$ cat src/rtl/lfsr_mux_reg.sv
// -----------------------------------------------------------------------------
// lfsr_mux_reg
//
// Registered Fibonacci LFSR with a per-bit 2:1 select (parallel seed on load,
// shifted feedback on step). Besides the state register it tracks the number
// of steps since the last load or wrap, measures the cycle period (steps
// until the state returns to the loaded seed) and detects the all-zero
// lock-up state.
//
// Parameters:
//   WIDTH   - LFSR state width (>= 3)
//   TAPS    - feedback tap mask; bit i set XORs q[i] into the feedback bit
//
// Ports:
//   clk     - system clock, rising edge
//   rst     - synchronous, active-high reset
//   load    - capture seed into state (priority over en)
//   en      - advance the LFSR one step (RUN state only)
//   seed    - parallel load value
//   q       - current LFSR state (registered)
//   fb      - combinational feedback bit, ^(q & TAPS)
//   running - high in RUN state
//   lockup  - high in LOCK state (all-zero state)
//   wrap    - registered one-cycle pulse: state returned to loaded seed
//   steps   - steps taken since last load or wrap (mod 2^WIDTH)
//   period  - last measured period, 0 until the first wrap
// -----------------------------------------------------------------------------
module lfsr_mux_reg #(
  parameter int unsigned         WIDTH = 4,
  parameter logic [WIDTH-1:0]    TAPS  = 4'b1001
) (
  input  logic             clk,
  input  logic             rst,
  input  logic             load,
  input  logic             en,
  input  logic [WIDTH-1:0] seed,
  output logic [WIDTH-1:0] q,
  output logic             fb,
  output logic             running,
  output logic             lockup,
  output logic             wrap,
  output logic [WIDTH-1:0] steps,
  output logic [WIDTH-1:0] period
);

  typedef enum logic [1:0] {
    S_IDLE = 2'd0,
    S_RUN  = 2'd1,
    S_LOCK = 2'd2
  } state_t;

  localparam logic [WIDTH-1:0] ONE = WIDTH'(1);

  state_t           r_state;
  state_t           w_state_next;

  logic [WIDTH-1:0] r_q;
  logic [WIDTH-1:0] r_seed;
  logic [WIDTH-1:0] r_steps;
  logic [WIDTH-1:0] r_period;
  logic             r_wrap;

  logic             w_fb;
  logic [WIDTH-1:0] w_q_next;
  logic [WIDTH-1:0] w_d;
  logic             w_step;
  logic             w_hit;

  // Feedback and shift-left step function
  assign w_fb     = ^(r_q & TAPS);
  assign w_q_next = {r_q[WIDTH-2:0], w_fb};

  // Per-bit 2:1 select: seed on load, shifted feedback otherwise
  for (genvar gi = 0; gi < WIDTH; gi++) begin : g_mux
    assign w_d[gi] = load ? seed[gi] : w_q_next[gi];
  end

  // A step happens only in RUN without a competing load
  assign w_step = (r_state == S_RUN) && en && !load;
  assign w_hit  = (w_q_next == r_seed);

  // ---------------------------------------------------------------------------
  // FSM: state register
  // ---------------------------------------------------------------------------
  always_ff @(posedge clk) begin
    if (rst) begin
      r_state <= S_IDLE;
    end else begin
      r_state <= w_state_next;
    end
  end

  // ---------------------------------------------------------------------------
  // FSM: next-state logic
  // ---------------------------------------------------------------------------
  always_comb begin
    w_state_next = r_state;
    if (load) begin
      w_state_next = (seed != '0) ? S_RUN : S_LOCK;
    end else begin
      unique case (r_state)
        S_IDLE: w_state_next = S_IDLE;
        // A non-maximal tap mask can shift a nonzero state into all-zero;
        // that is a lock-up just like loading a zero seed.
        S_RUN:  w_state_next = (en && (w_q_next == '0)) ? S_LOCK : S_RUN;
        S_LOCK: w_state_next = S_LOCK;
        default: w_state_next = S_IDLE;
      endcase
    end
  end

  // ---------------------------------------------------------------------------
  // FSM: output decode
  // ---------------------------------------------------------------------------
  always_comb begin
    running = 1'b0;
    lockup  = 1'b0;
    unique case (r_state)
      S_RUN:   running = 1'b1;
      S_LOCK:  lockup  = 1'b1;
      default: ;
    endcase
  end

  // ---------------------------------------------------------------------------
  // Datapath: state, seed, step counter, period, wrap pulse
  // ---------------------------------------------------------------------------
  always_ff @(posedge clk) begin
    if (rst) begin
      r_q      <= '0;
      r_seed   <= '0;
      r_steps  <= '0;
      r_period <= '0;
      r_wrap   <= 1'b0;
    end else if (load) begin
      r_q     <= w_d;
      r_seed  <= seed;
      r_steps <= '0;
      r_wrap  <= 1'b0;
    end else if (w_step) begin
      r_q <= w_d;
      if (w_hit) begin
        r_wrap   <= 1'b1;
        r_period <= r_steps + ONE;
        r_steps  <= '0;
      end else begin
        r_wrap  <= 1'b0;
        r_steps <= r_steps + ONE;
      end
    end else begin
      r_wrap <= 1'b0;
    end
  end

  assign q      = r_q;
  assign fb     = w_fb;
  assign wrap   = r_wrap;
  assign steps  = r_steps;
  assign period = r_period;

endmodule

$ cat config.mk
export PLATFORM = sky130hd
export DESIGN_NAME = lfsr_mux_reg
export DESIGN_NICKNAME = d
export VERILOG_FILES = /design/src/rtl/lfsr_mux_reg.sv
export SDC_FILE = /design/constraint.sdc
export NUM_CORES = 1
export LEC_CHECK = 0
export ABC_AREA = 1
export BUFFER_PORTS_ARGS = -buffer_cell sky130_fd_sc_hd__buf_4
export CORE_MARGIN = 3
export CORE_UTILIZATION = 25
export DETAILED_ROUTE_END_ITERATION = 10
export SYNTH_ARGS = -nofsm -noshare
export SYNTH_HDL_FRONTEND = slang
export SYNTH_SLANG_ARGS = --single-unit
$ cat constraint.sdc
create_clock -name clk -period 2 [get_ports clk]
set_input_delay 0.3 -clock clk [delete_from_list [all_inputs] [get_ports clk]]
set_output_delay 0.3 -clock clk [all_outputs]
set_load 0.01 [all_outputs]
==> flow_summary.ini <==
[pwr]
power_density_nw_per_um2 = 658
clock_power_share_pct = 33.5
switching_share_pct = 26.9
seq_power_share_pct = 49.9
power.combinational.fraction_pct = 16.6
peakVddDrop_uv = 181
p_int_uw = 588
power.switching_uw = 216
leakage_nw = 0.556

[sta]
finalMaxSlewViolations = 0
period_needed_ps = 1520
setup_viol = 0
max_freq_mhz = 658
maxSlewHeadroom_pct = 73.7
hold_slack_ps = 319
rsz0062_at_grt = false
tns_ps = 0
min_period_over_period_pct = 76.0
skew_ps = 1.35
final-hold-violation-count = 0
tightestPinTransition_ps = 394

[route]
routed_wl_um = 2040
ant_nets = 0
drc = 0
drt_iter0_markers = 10
vias = 860
first_pass_iters = 4
wl_per_cell_um = 10.2
viasPerCell = 4.28

[worst_setup_path]
r2r-end = period[0]
critPathBufInv = 2
arrival_ps = 1220
cp_top_family = flip-flops
reg2reg_from = q[0]
crit_type = reg2out
crit_path_end_kind = output port
crit_cells = 3
crit_required_ps = 1700
r2r_setup_slack_ps = 480
setup.worst_path.end = fb
cp_cell_sequence = inv_2 -> ha_1 -> buf_4
slowest_stage = dfxtp_1
critPathLaunch = q[0]
cp_slowest_stage_delay_ps = 410
startpoint_type = flip-flop
r2r_cells = 10
cp_max_fo = 5

[status]
status = completed

[final_layout]
drive_gt1_share_pct = 23.9
nNetsFinal = 168
seq_area_um2 = 380
multi_input_area_um2 = 477
synthToLayoutAreaGrowth_pct = 28.1
finalInstanceArea_um2 = 1220
fill_cells = 374
antennaDiodeCount = 0

[floorplanning]
die_area_um2 = 4590
fp.dieW_um = 67.8
die_h_um = 67.8
pin_count = 24
core-area_um2 = 3490
initial_core_util_pct = 27.3
rows = 21

[synth]
synth.avg_cell_area_um2 = 7.39
ys_types = 22
netlist_instances = 129
synth_top_cell_by_area = dfxtp_1
synth_area_leaders = dfxtp_1 40%, nand2_1 15%, inv_1 7.5%
ys_ff_latch = 19
ys_warn_count = 0
synth_seq_area_share_pct = 39.9
synth_area_um2 = 953
synth_top_area_share_pct = 39.9
syn_nets = 141

[clock_tree]
clockBufferDepth = 2
cts_tree = yes
htree_levels = 1
cts_setup_buffers = 0
cts_hold_buffers = 0
cts_sinks = 19
clock_latency_ps = 260
root_buffer = clkbuf_8
cts_resized = 0
cts_buffers = 3
clkTransAtPathRegs_ps = 70

[hold_path]
min_path_type = in2reg

[place]
gp_congestion = 0.739
io_buffers = 23
dp_hpwl_um = 1660
placed_area_um2 = 1180

[global_routing]
grt_first_pass_wirelength_um = 3500
grt_pass1_vias = 832
grt.overflow.total = 0
grt_antenna_before_repair = 0
grt_use_total_pct = 10.1
grt_max_degree = 12

[flow_run]
drv_cap = 0
-- metrics by stage --
step | util [%] | instances | total power, mW | setup WS [ps]
2_1_floorplan | - | 129 | 0.498 | 502
3_3_place_gp | 33.7 | 197 | 0.544 | 546
3_5_place_dp | 33.7 | 197 | 0.545 | 489
4_1_cts | 34.9 | 201 | 0.811 | 468
5_1_grt | 34.9 | 201 | 0.842 | 290
6_report | 34.9 | 201 | 0.804 | 480
-- Yosys cell counts --
cell type  number
nor3_1          1
nand2_2         2
nand4_1         2
a211oi_1        1
nand3_1         6
nand3_4         2
o22ai_1         3
dfxtp_1        19
a21oi_1         8
o21ai_0         3
inv_1          19
nand2_1        39
a31oi_1         3
buf_4           1
ha_1            4
nor2_8          1
inv_4           1
nor2_4          2
o21bai_1        1
xnor2_1         1
inv_2           3
nor2_1          7
-- flip-flops by register name, summed over array words and instances (netlist names) --
| register | cells |
|---|---|
| period | 4 |
| q | 4 |
| r_seed | 4 |
| steps | 4 |
| r_state | 2 |
| wrap | 1 |
-- how the worst min path moves through the flow --
stage                          from   endpoint  slack [ps]  cells after the start
after detailed placement  period[0]  period[0]         470                      2
after global placement    r_seed[3]  r_seed[3]         480                      2
final                           rst       q[1]         320                      2
after global routing            rst       q[1]         330                      2
after floorplan           r_seed[3]  r_seed[3]         450                      2
after CTS                       rst       q[2]         320                      2
-- per-layer routing --
layer / GRT usage (%) / wire length (um)
met1: 12.0 / 938
met2: 17.1 / 927
met3: 2.16 / 136
met4: 4.56 / 40
met5: 0 / 0
-- layout make-up --
type | count | area share, %
multi-input combinational | 86 | 39.0
sequential | 19 | 31.1
timing repair buffer | 23 | 14.1
inverter | 23 | 7.27
tap | 46 | 4.71
clock buffer | 4 | 3.69
-- power by group through the flow --
stage                     clock (mW)  sequential (mW)  combinational, mW
final                          0.269            0.401              0.134
after global routing           0.289            0.403              0.149
after CTS                      0.274            0.401              0.136
after detailed placement           0            0.410              0.135
after global placement             0            0.410              0.134
after floorplan                    0            0.411             0.0864
-- kinds of logic after synthesis --
logic type | after synthesis | share of synthesized area (%)
buf+inv | 24 | 10.1
compound gates | 19 | 11.3
fa+ha+maj | 4 | 5.25
xor+xnor | 1 | 0.919
flops | 19 | 39.9
simple gates | 62 | 32.5
-- layout by cell type (no fill, tap or decap), types with 3 or more instances in the layout --
| cell | netlist | layout |
|---|---|---|
| a21oi_1 | 8 | 8 |
| a31oi_1 | 3 | 3 |
| buf_4 | 1 | 23 |
| clkbuf_8 | 0 | 3 |
| dfxtp_1 | 19 | 19 |
| ha_1 | 4 | 4 |
| inv_1 | 19 | 19 |
| inv_2 | 3 | 3 |
| nand2_1 | 39 | 39 |
| nand3_1 | 6 | 6 |
| nor2_1 | 7 | 7 |
| o21ai_0 | 3 | 3 |
| o22ai_1 | 3 | 3 |
Note: power is estimated with default switching activity, not from simulation.
